## src/rtl/slot_pkg.sv

```systemverilog
// Shared definitions for the slot grid controller: controller states,
// payline counting helpers and the per-cell home symbol.
package slot_pkg;

  typedef enum logic [2:0] {
    IDLE    = 3'd0,
    ARMED   = 3'd1,
    SPIN    = 3'd2,
    EVAL    = 3'd3,
    PAY     = 3'd4,
    CASHOUT = 3'd5
  } state_t;

  // Rows, then columns, then both diagonals when the grid is square.
  function automatic int num_lines(input int rows, input int cols);
    return rows + cols + ((rows == cols) ? 2 : 0);
  endfunction

  // Width of the payline index register.
  function automatic int line_idx_w(input int rows, input int cols);
    return (num_lines(rows, cols) > 1) ? $clog2(num_lines(rows, cols)) : 1;
  endfunction

  // Even cells rest on symbol 0, odd cells rest on the top symbol.
  function automatic int home_value(input int idx, input int num_sym);
    return ((idx % 2) == 0) ? 0 : (num_sym - 1);
  endfunction

endpackage

```

## src/rtl/slot_reel.sv

```systemverilog
// One grid cell: reloads its home symbol, steps once per cycle while running
// and freezes on the symbol it shows when its stop request arrives.
module slot_reel #(
  parameter int SYM_W   = 3,
  parameter int NUM_SYM = 5,
  parameter bit DIR     = 1'b0,  // 0: counts up, 1: counts down
  parameter int HOME    = 0
) (
  input  logic             clk,
  input  logic             clr,
  input  logic             load_home_i,
  input  logic             run_i,
  input  logic             stop_req_i,
  output logic [SYM_W-1:0] val_o,
  output logic             stopped_o
);

  localparam logic [SYM_W-1:0] HOME_V = SYM_W'(HOME);
  localparam logic [SYM_W-1:0] LAST_V = SYM_W'(NUM_SYM - 1);

  logic [SYM_W-1:0] val_q, val_d, step;
  logic             stopped_q, stopped_d;

  // Next symbol in this cell's direction, wrapping modulo NUM_SYM.
  always_comb begin
    if (DIR == 1'b0) begin
      step = (val_q == LAST_V) ? '0 : val_q + SYM_W'(1);
    end else begin
      step = (val_q == '0) ? LAST_V : val_q - SYM_W'(1);
    end
  end

  // Reload wins over running; a stop holds the symbol currently shown.
  always_comb begin
    val_d     = val_q;
    stopped_d = stopped_q;
    if (load_home_i) begin
      val_d     = HOME_V;
      stopped_d = 1'b0;
    end else if (run_i && !stopped_q) begin
      if (stop_req_i) begin
        stopped_d = 1'b1;
      end else begin
        val_d = step;
      end
    end
  end

  // Cell state register.
  always_ff @(posedge clk or posedge clr) begin
    if (clr) begin
      val_q     <= HOME_V;
      stopped_q <= 1'b0;
    end else begin
      val_q     <= val_d;
      stopped_q <= stopped_d;
    end
  end

  assign val_o     = val_q;
  assign stopped_o = stopped_q;

endmodule

```

## src/rtl/slot_grid_ctrl.sv

```systemverilog
// Slot machine controller: credit handling, bet/spin of a ROWS x COLS reel
// grid, one-line-per-cycle payout evaluation and paced serial cash-out.
module slot_grid_ctrl
  import slot_pkg::*;
#(
  parameter int ROWS      = 3,
  parameter int COLS      = 3,
  parameter int NUM_SYM   = 5,
  parameter int SYM_W     = 3,
  parameter int CREDIT_W  = 8,
  parameter int MAX_BET   = 3,
  parameter int AUTO_STOP = 64
) (
  input  logic                           clk,
  input  logic                           clr,
  input  logic                           coin_in,
  input  logic [$clog2(MAX_BET+1)-1:0]   bet_sel,
  input  logic                           start,
  input  logic                           cashout,
  input  logic [ROWS*COLS-1:0]           stop,
  output logic [ROWS*COLS*SYM_W-1:0]     grid,
  output logic [CREDIT_W-1:0]            credit,
  output logic                           busy,
  output logic                           coin_out,
  output logic                           coin_reject,
  output logic                           bet_err,
  output logic                           win_valid,
  output logic [CREDIT_W-1:0]            win_amt
);

  localparam int NCELL     = ROWS * COLS;
  localparam int BET_W     = $clog2(MAX_BET + 1);
  localparam int NUM_LINES = num_lines(ROWS, COLS);
  localparam int LINE_W    = line_idx_w(ROWS, COLS);
  localparam int K_W       = (AUTO_STOP > 1) ? $clog2(AUTO_STOP) : 1;
  localparam int ACC_W     = CREDIT_W + SYM_W + BET_W + 1;
  localparam logic [CREDIT_W-1:0] CREDIT_MAX = '1;

  // Cell index of position pos along payline ln.
  function automatic int cell_of(input int ln, input int pos);
    if (ln < ROWS)              return ln * COLS + pos;
    else if (ln < ROWS + COLS)  return pos * COLS + (ln - ROWS);
    else if (ln == ROWS + COLS) return pos * COLS + pos;
    else                        return pos * COLS + (COLS - 1 - pos);
  endfunction

  state_t              state_q, state_d;
  logic [CREDIT_W-1:0] credit_q, credit_d;
  logic [BET_W-1:0]    bet_q, bet_d;
  logic [CREDIT_W-1:0] win_q, win_d;
  logic [CREDIT_W-1:0] win_amt_q, win_amt_d;
  logic [LINE_W-1:0]   line_q, line_d;
  logic [K_W-1:0]      k_q, k_d;
  logic                phase_q, phase_d;
  logic                coin_reject_q, coin_reject_d;
  logic                bet_err_q, bet_err_d;

  logic                coin_ok, bet_legal, start_ok, auto_stop;
  logic                load_home, run;
  logic [ACC_W-1:0]    acc;
  logic [CREDIT_W:0]   pay_sum;

  logic [SYM_W-1:0]    cell_val [NCELL];
  logic [NCELL-1:0]    cell_stopped;
  logic [NUM_LINES-1:0] line_hit;
  logic [SYM_W-1:0]    line_sym [NUM_LINES];

  // Reels go home whenever the controller is (re)entering or sitting in IDLE,
  // and on a legal start so the first SPIN cycle shows home symbols.
  assign load_home = (state_d == IDLE) || start_ok;
  assign run       = (state_q == SPIN);

  genvar gi, gj;

  for (gi = 0; gi < NCELL; gi++) begin : g_cell
    slot_reel #(
      .SYM_W   (SYM_W),
      .NUM_SYM (NUM_SYM),
      .DIR     ((gi % 2) == 1),
      .HOME    (home_value(gi, NUM_SYM))
    ) u_reel (
      .clk         (clk),
      .clr         (clr),
      .load_home_i (load_home),
      .run_i       (run),
      .stop_req_i  (stop[gi] | auto_stop),
      .val_o       (cell_val[gi]),
      .stopped_o   (cell_stopped[gi])
    );
    assign grid[gi*SYM_W +: SYM_W] = cell_val[gi];
  end

  // Every payline is judged in parallel; EVAL just walks the results.
  for (gi = 0; gi < NUM_LINES; gi++) begin : g_line
    localparam int LEN = (gi < ROWS) ? COLS : ROWS;
    localparam int C0  = cell_of(gi, 0);
    logic [LEN-1:0] eq;
    for (gj = 0; gj < LEN; gj++) begin : g_pos
      assign eq[gj] = (cell_val[cell_of(gi, gj)] == cell_val[C0]);
    end
    assign line_hit[gi] = &eq;
    assign line_sym[gi] = cell_val[C0];
  end

  assign bet_legal = (bet_sel != '0) && (int'(bet_sel) <= MAX_BET) &&
                     (CREDIT_W'(bet_sel) <= credit_q);

  // Controller next state, credit arithmetic and pulse generation.
  always_comb begin
    state_d       = state_q;
    credit_d      = credit_q;
    bet_d         = bet_q;
    win_d         = win_q;
    win_amt_d     = win_amt_q;
    line_d        = line_q;
    k_d           = k_q;
    phase_d       = 1'b0;
    coin_reject_d = 1'b0;
    bet_err_d     = 1'b0;
    start_ok      = 1'b0;
    auto_stop     = 1'b0;
    acc           = '0;
    pay_sum       = '0;

    coin_ok = coin_in && (state_q != CASHOUT) && (state_q != PAY) &&
              (credit_q != CREDIT_MAX);
    if (coin_in && !coin_ok) coin_reject_d = 1'b1;
    if (coin_ok) credit_d = credit_q + CREDIT_W'(1);

    case (state_q)
      IDLE: begin
        if (coin_ok) state_d = ARMED;
      end
      ARMED: begin
        // start has priority over cashout, even when the bet is refused
        if (start) begin
          if (bet_legal) begin
            start_ok = 1'b1;
            credit_d = credit_d - CREDIT_W'(bet_sel);
            bet_d    = bet_sel;
            win_d    = '0;
            k_d      = '0;
            line_d   = '0;
            state_d  = SPIN;
          end else begin
            bet_err_d = 1'b1;
          end
        end else if (cashout) begin
          state_d = CASHOUT;
        end
      end
      SPIN: begin
        auto_stop = (k_q == K_W'(AUTO_STOP - 1));
        k_d       = k_q + K_W'(1);
        if (auto_stop || (&(cell_stopped | stop))) begin
          line_d  = '0;
          state_d = EVAL;
        end
      end
      EVAL: begin
        acc = ACC_W'(win_q) + ACC_W'(line_sym[line_q]) * ACC_W'(bet_q);
        if (line_hit[line_q]) begin
          win_d = (acc > ACC_W'(CREDIT_MAX)) ? CREDIT_MAX : acc[CREDIT_W-1:0];
        end
        if (line_q == LINE_W'(NUM_LINES - 1)) begin
          state_d = PAY;
        end else begin
          line_d = line_q + LINE_W'(1);
        end
      end
      PAY: begin
        pay_sum   = {1'b0, credit_q} + {1'b0, win_q};
        credit_d  = pay_sum[CREDIT_W] ? CREDIT_MAX : pay_sum[CREDIT_W-1:0];
        win_amt_d = win_q;
        state_d   = (credit_d != '0) ? ARMED : IDLE;
      end
      CASHOUT: begin
        // phase 0 is the coin_out high cycle, phase 1 the gap after it
        if (credit_q == '0) begin
          state_d = IDLE;
        end else if (!phase_q) begin
          credit_d = credit_q - CREDIT_W'(1);
          phase_d  = 1'b1;
          if (credit_q == CREDIT_W'(1)) state_d = IDLE;
        end
      end
      default: state_d = IDLE;
    endcase
  end

  // Controller registers.
  always_ff @(posedge clk or posedge clr) begin
    if (clr) begin
      state_q       <= IDLE;
      credit_q      <= '0;
      bet_q         <= '0;
      win_q         <= '0;
      win_amt_q     <= '0;
      line_q        <= '0;
      k_q           <= '0;
      phase_q       <= 1'b0;
      coin_reject_q <= 1'b0;
      bet_err_q     <= 1'b0;
    end else begin
      state_q       <= state_d;
      credit_q      <= credit_d;
      bet_q         <= bet_d;
      win_q         <= win_d;
      win_amt_q     <= win_amt_d;
      line_q        <= line_d;
      k_q           <= k_d;
      phase_q       <= phase_d;
      coin_reject_q <= coin_reject_d;
      bet_err_q     <= bet_err_d;
    end
  end

  assign credit      = credit_q;
  assign win_amt     = win_amt_q;
  assign busy        = (state_q == SPIN) || (state_q == EVAL) ||
                       (state_q == PAY)  || (state_q == CASHOUT);
  assign win_valid   = (state_q == PAY);
  assign coin_out    = (state_q == CASHOUT) && !phase_q && (credit_q != '0);
  assign coin_reject = coin_reject_q;
  assign bet_err     = bet_err_q;

endmodule

```

## config.mk

```make
export PLATFORM = sky130hd
export DESIGN_NAME = slot_grid_ctrl
export DESIGN_NICKNAME = d
export VERILOG_FILES = /design/src/rtl/slot_pkg.sv /design/src/rtl/slot_reel.sv /design/src/rtl/slot_grid_ctrl.sv
export SDC_FILE = /design/constraint.sdc
export NUM_CORES = 1
export LEC_CHECK = 0
export ABC_CLOCK_PERIOD_IN_PS = 3400
export BUFFER_PORTS_ARGS = -buffer_cell sky130_fd_sc_hd__buf_2
export CAP_MARGIN = 20
export CORE_MARGIN = 2
export CORE_UTILIZATION = 25
export CTS_CLUSTER_DIAMETER = 50
export DETAILED_ROUTE_END_ITERATION = 12
export PLACE_DENSITY = 0.4
export SLEW_MARGIN = 0
export SYNTH_ARGS = -nofsm -noshare
export SYNTH_HDL_FRONTEND = slang
export SYNTH_SLANG_ARGS = --single-unit
```

## constraint.sdc

```tcl
create_clock -name clk -period 3.4 [get_ports clk]
set_input_delay 0 -clock clk [delete_from_list [all_inputs] [get_ports clk]]
set_output_delay 0 -clock clk [all_outputs]
set_load 0.005 [all_outputs]
```

## Word level (Yosys, flattened, before mapping)

Index checks and enable logic that the tools add are counted.

- Output and inout port bits: 48
- Input bits: 16
- Logic and storage cells: 310
- Bits in registers: 77

- Mux-type cells: 110
- Multipliers: 1
- Bitwise logic cells: 11
- Magnitude comparators: 4
- Add/subtract/negate cells: 16
- Reduce and logical (&&, ||, !) cells: 94
- Equality and inequality tests: 46

Operator list:

| kind | count |
|---|---|
| 2-to-1 mux 3 bit | 51 |
| 2-to-1 mux 8 bit | 10 |
| AND reduction 2 bit | 26 |
| == test 3 bit | 16 |
| nonzero test 2 bit | 21 |
| 2-to-1 mux 1 bit | 40 |
| inequality test 2 bit, second input constant | 13 |
| == test 3 bit, second input constant | 8 |
| case mux 8 bit (3 select lines) | 1 |
| adder 3 x 1 -> 3 bit, second input constant | 6 |
| zero test 3 bit | 6 |
| case mux 3 bit (6 select lines) | 1 |
| logical AND 1 bit | 16 |
| case mux 8 bit (2 select lines) | 1 |
| nonzero test 8 bit | 2 |
| 2-to-1 mux 6 bit | 2 |
| case mux 6 bit (2 select lines) | 1 |
| subtractor 3 x 1 -> 3 bit, second input constant | 4 |
| zero test 1 bit | 11 |
| adder 8 x 5 -> 9 bit | 1 |
| adder 8 x 8 -> 9 bit | 1 |
| binary-select mux 3 bit (select 3 bit) | 1 |
| > comparator 9 x 8 -> 1 bit, second input constant | 1 |
| OR 1 bit | 9 |
| other kinds (26) | 33 |

## Logic depth before layout (Yosys ltp)

- Depth after elaboration: 10
- Mapped depth: 16
- Depth with buffers taken out: 15

## Hierarchy

A second synthesis with hierarchy kept.

- Cells, all modules: 691
- Area total of the unflattened synthesis: 6147.1 µm²

By module, submodules not included:

| module | seq. area each (µm²) | cells each | area each (µm²) | instances |
|---|---|---|---|---|
| slot_grid_ctrl | 1026.0 | 497 | 4036.4 | 1 |
| slot_reel (g_cell[0].u_reel ...) | 100.1 | 22 | 229.0 | 5 |
| slot_reel (g_cell[1].u_reel ...) | 101.3 | 21 | 241.5 | 4 |

## Worst setup path before layout

OpenSTA, ideal clock, no wires.

- Kind: reg-to-reg
- Start point: reg line_q[1]
- End point: reg win_q[5]
- Clock period less this slack: 3253 ps
- Required time: 3271 ps
- Cell stages (with the launch flop): 14
- Data arrival time: 3124 ps
- Library setup time: 129 ps
- Buffers on the path: 1
- Path slack: 147 ps
- Cell sequence: dfrtp_1 > buf_1 > o21ai_0 > mux4_2 > nand2_1 > fa_1 > inv_1 > ha_1 > a21o_1 > a21oi_1 > nor2b_1 > nor2_1 > nor2_1 > o41a_1

- Cells in the longest elaborated chain, start to end: 10
- Elaborated cells between the ends (all ways): 14
- Those cells by class: add/sub (1); mul (1); order compare (1); eq/ne (1); mux (8); bitwise (1); reduce/logical (1)

Ends and longest elaborated chain:

| item | line | RTL |
|---|---|---|
| start: declaration | slot_grid_ctrl.sv:52 | `logic [LINE_W-1:0] line_q, line_d;` |
| start signal: assignment | slot_grid_ctrl.sv:210 | `line_q <= line_d;` |
| NOT 3 -> 4 bit (not written as such) | slot_grid_ctrl.sv:161 | `acc = ACC_W'(win_q) + ACC_W'(line_sym[line_q]) * ACC_W'(bet_q);` |
| binary-select mux 3 bit (select 3 bit) | slot_grid_ctrl.sv:161 |  |
| 2-to-1 mux 3 bit (not written as such) (2 in series) | slot_grid_ctrl.sv:161 |  |
| multiplier 3 x 2 -> 5 bit | slot_grid_ctrl.sv:161 |  |
| adder 8 x 5 -> 9 bit | slot_grid_ctrl.sv:161 |  |
| > comparator 9 x 8 -> 1 bit | slot_grid_ctrl.sv:163 | `win_d = (acc > ACC_W'(CREDIT_MAX)) ? CREDIT_MAX : acc[CREDIT_W-1:0];` |
| 2-to-1 mux 8 bit | slot_grid_ctrl.sv:163 |  |
| 2-to-1 mux 8 bit | slot_grid_ctrl.sv:162 | `if (line_hit[line_q]) begin` |
| case mux 8 bit (2 select lines) | slot_grid_ctrl.sv:130 | `case (state_q)` |
| end signal: assignment | slot_grid_ctrl.sv:208 | `win_q <= win_d;` |
| end: declaration | slot_grid_ctrl.sv:50 | `logic [CREDIT_W-1:0] win_q, win_d;` |

Several ways; a longest one is shown, not always the timed one. The select of a mux whose other input is x is not followed.
A chain may end at the register's enable or synchronous reset.

## Worst setup path in the final report

Same ends and word-level chain as after synthesis.

==> results.json <==
{
  "rsz0062_at_grt": "false",
  "final_area_um2": 7310,
  "finalMaxSlewViolations": 0,
  "crit_path_start_kind": "flop",
  "detail_route.wl_per_cell_um": 16.8,
  "clockBufferDepth": 2,
  "grt_max_degree": 38,
  "final_nets": 858,
  "layout_common_cells": "dfrtp_1, nor2_1, nand2_1, buf_2, a21oi_1",
  "synthArstFlopShare_pct": 100,
  "leakage_nw": 3.44,
  "drc_errors": 0,
  "wl_um": 18900,
  "grt_pass1_vias": 5290,
  "die_area_um2": 26100,
  "critPathRequiredTime_ns": 3.62,
  "yosys_warnings": 0,
  "viasPerCell": 4.92,
  "die_width_um": 161,
  "cts_tree": "built",
  "die_h_um": 161,
  "powerDensity_nw_per_um2": 779,
  "diodes": 0,
  "synth_ff_type": "dfrtp_1",
  "min-delay-path-class": "input pin to flop",
  "row_count": 57,
  "grtUsageMet3_pct": 2.03,
  "syn-cell-area_um2": 6200,
  "grtUsageMet1_pct": 20.9,
  "gp_congestion": 0.818,
  "initial_core_util_pct": 25.5,
  "outcome": "finished clean",
  "peakVddDrop_mv": 0.402,
  "slew_headroom_pct": 53.0,
  "postSynthCellCount": 724,
  "grt_usage_pct": 14.9,
  "grt_first_pass_wirelength_um": 30600,
  "drt_pass1_iterations": 4,
  "dp_hpwl_um": 14000,
  "area_delta_synth_final_pct": 18.0,
  "cts_sinks": 77,
  "setup_violations": 0,
  "path_class": "flop to flop",
  "cp-end-kind": "flop",
  "ys_ff_latch": 77,
  "syn-num-nets": 785,
  "io_buffer_count": 63,
  "finalCritPeriodShare_pct": 92.1,
  "ys_seq_area_share_pct": 31.2,
  "top_usage_layer": "met2",
  "period_minus_slack_ns": 3.13,
  "grt_use_met2_pct": 23.6,
  "ios": 64,
  "tightest_slew_ns": 0.699,
  "ant_nets": 0,
  "clkSlewWorstSetupHoldPaths_ns": 0.07,
  "core-area_um2": 24300,
  "antenna_found_initial": 0,
  "grt_overflow": 0,
  "fmax_mhz": 319,
  "synth_edf_count": 0,
  "maxCapViolCount": 0,
  "drive_gt1_share_pct": 20.4,
  "placed_area_um2": 6870,
  "yosysUniqueCellTypes": 73,
  "dr.first_iter.drc_count": 301,
  "vias": 5536,
  "final_hold_viol_count": 0,
  "clk_latency_ns": 0.35,
  "final_common_cell": "dfrtp_1",
  "cts_buffers": 9,
  "skew_ns": 0.0128,
  "avgSynthCellArea_um2": 8.56,
  "tns_ns": 0,
  "crit_fanout": 8,
  "cts-root-buf": "clkbuf_16",
  "cp.arrival_ns": 3.35,
  "htree_levels": 3
}
==> worst max-delay path: stages, from the launching register on <==
cell and delay (ns):
dfrtp_2 0.45, buf_4 0.16, mux2i_1 0.11, nor2_1 0.09
a21oi_1 0.04, o21ai_0 0.21, nand2_1 0.10, fa_1 0.48
inv_1 0.07, ha_1 0.29, a21o_1 0.17, a21oi_2 0.17
nor2b_1 0.06, nor2_1 0.12, nor2_1 0.12, o41a_1 0.38
==> flip-flops by register name, indices dropped and copies added, names as in the netlist <==
signal	flops
phase_q	1
g_cell.u_reel.val_o	27
coin_reject	1
bet_q	2
bet_err	1
win_amt	8
win_q	8
credit	8
state_q	3
g_cell.u_reel.stopped_o	9
line_q	3
k_q	6
==> worst paths after layout <==
check	from	end	slack, ns	depth (start not counted)
hold reg to reg	win_amt[4]	win_amt[4]	0.47	2
setup / recovery	line_q[1]	win_q[5]	0.27	15
hold / removal	bet_sel[0]	bet_err	0.01	3
min in group asynchronous	clr	state_q[1]	0.24	3
setup reg to reg	line_q[1]	win_q[5]	0.27	15
max in group asynchronous	clr	win_amt[7]	2.31	4
==> synthesized netlist by cell type (3+ instances only) <==
library cell | n | area, µm²
fa_1 | 5 | 100
nor2_1 | 70 | 263
mux4_2 | 3 | 67.6
a222oi_1 | 8 | 80.1
nand2_1 | 65 | 244
nand3_1 | 36 | 180
o31ai_1 | 3 | 22.5
xor2_1 | 10 | 87.6
dfstp_2 | 4 | 105
ha_1 | 40 | 500
nor3_1 | 18 | 90.1
nor4_1 | 3 | 18.8
a21oi_1 | 59 | 295
o21a_1 | 9 | 67.6
a31o_2 | 4 | 35.0
nand4_1 | 9 | 56.3
o211ai_1 | 3 | 22.5
mux2i_1 | 15 | 150
buf_6 | 19 | 214
a21o_1 | 12 | 90.1
o21bai_1 | 3 | 22.5
a22oi_1 | 3 | 22.5
o221ai_1 | 3 | 26.3
a21oi_2 | 11 | 96.3
xnor2_1 | 9 | 78.8
dfrtp_1 | 73 | 1830
buf_4 | 5 | 37.5
o21ai_0 | 56 | 280
and3_1 | 7 | 43.8
o22ai_1 | 6 | 37.5
and2_1 | 6 | 37.5
a211oi_1 | 5 | 37.5
buf_2 | 7 | 35.0
nor2b_1 | 4 | 25.0
buf_1 | 5 | 18.8
clkbuf_1 | 5 | 18.8
inv_1 | 44 | 165
o21ai_1 | 5 | 25.0
or3_1 | 29 | 181
==> metal layers <==
metal | wire [µm] | part of all wire [%]
met5 | 0 | 0
met4 | 369 | 2.0
met3 | 672 | 3.6
met2 | 8630 | 46
met1 | 9240 | 49
==> cells by family (layout without fill, tap and decap cells) <==
group,after synthesis,after routing,share of synthesized area (%)
buffers and inverters,89,167,8.46
adder cells (fa/ha/maj),45,45,9.69
XOR/XNOR,19,19,2.68
flip-flops,77,77,31.2
AND/OR/NAND/NOR,265,265,21.6
AO/OA/AOI/OAI,207,207,21.8
multiplexers,22,22,4.66
==> power breakdown <==
part / total [mW] / internal [mW] / switching (mW)
combinational: 3.00 / 1.21 / 1.80
clock: 1.29 / 0.869 / 0.426
sequential: 1.40 / 1.15 / 0.250
==> repair_timing <==
action | in CTS | in global routing
endpoints found under the setup margin | 0 | 8
hold buffers | 3 | 0
hold endpoints to repair | 27 | 0
setup buffers | 0 | 2
gates resized for setup | 0 | 3
==> area by class of cell <==
cell class              instances  area [µm²]
fillers                      2607       17000
multi-input cells             558        3750
flip-flops and latches         77        1930
repair buffers                105         663
well taps                     324         405
clock buffers                  10         229
inverters                      46         174
clock inverters                 6         159
==> through the flow <==
| step | util [%] | power, mW | instances | hold WS, ns | setup WS, ns |
|---|---|---|---|---|---|
| floorplan | - | 3.67 | 724 | 0.129 | 0.147 |
| global placement | 28.3 | 4.46 | 1105 | 0.0801 | 0.156 |
| detailed placement | 28.3 | 4.43 | 1105 | 0.0813 | 0.0885 |
| CTS | 30.0 | 5.76 | 1124 | 0.00420 | 0.0703 |
| global route | 30.1 | 6.19 | 1126 | 0.0637 | 0.0243 |
| finish | 30.1 | 5.70 | 1126 | 0.0118 | 0.269 |
Note: power is estimated with default switching activity, not from simulation.
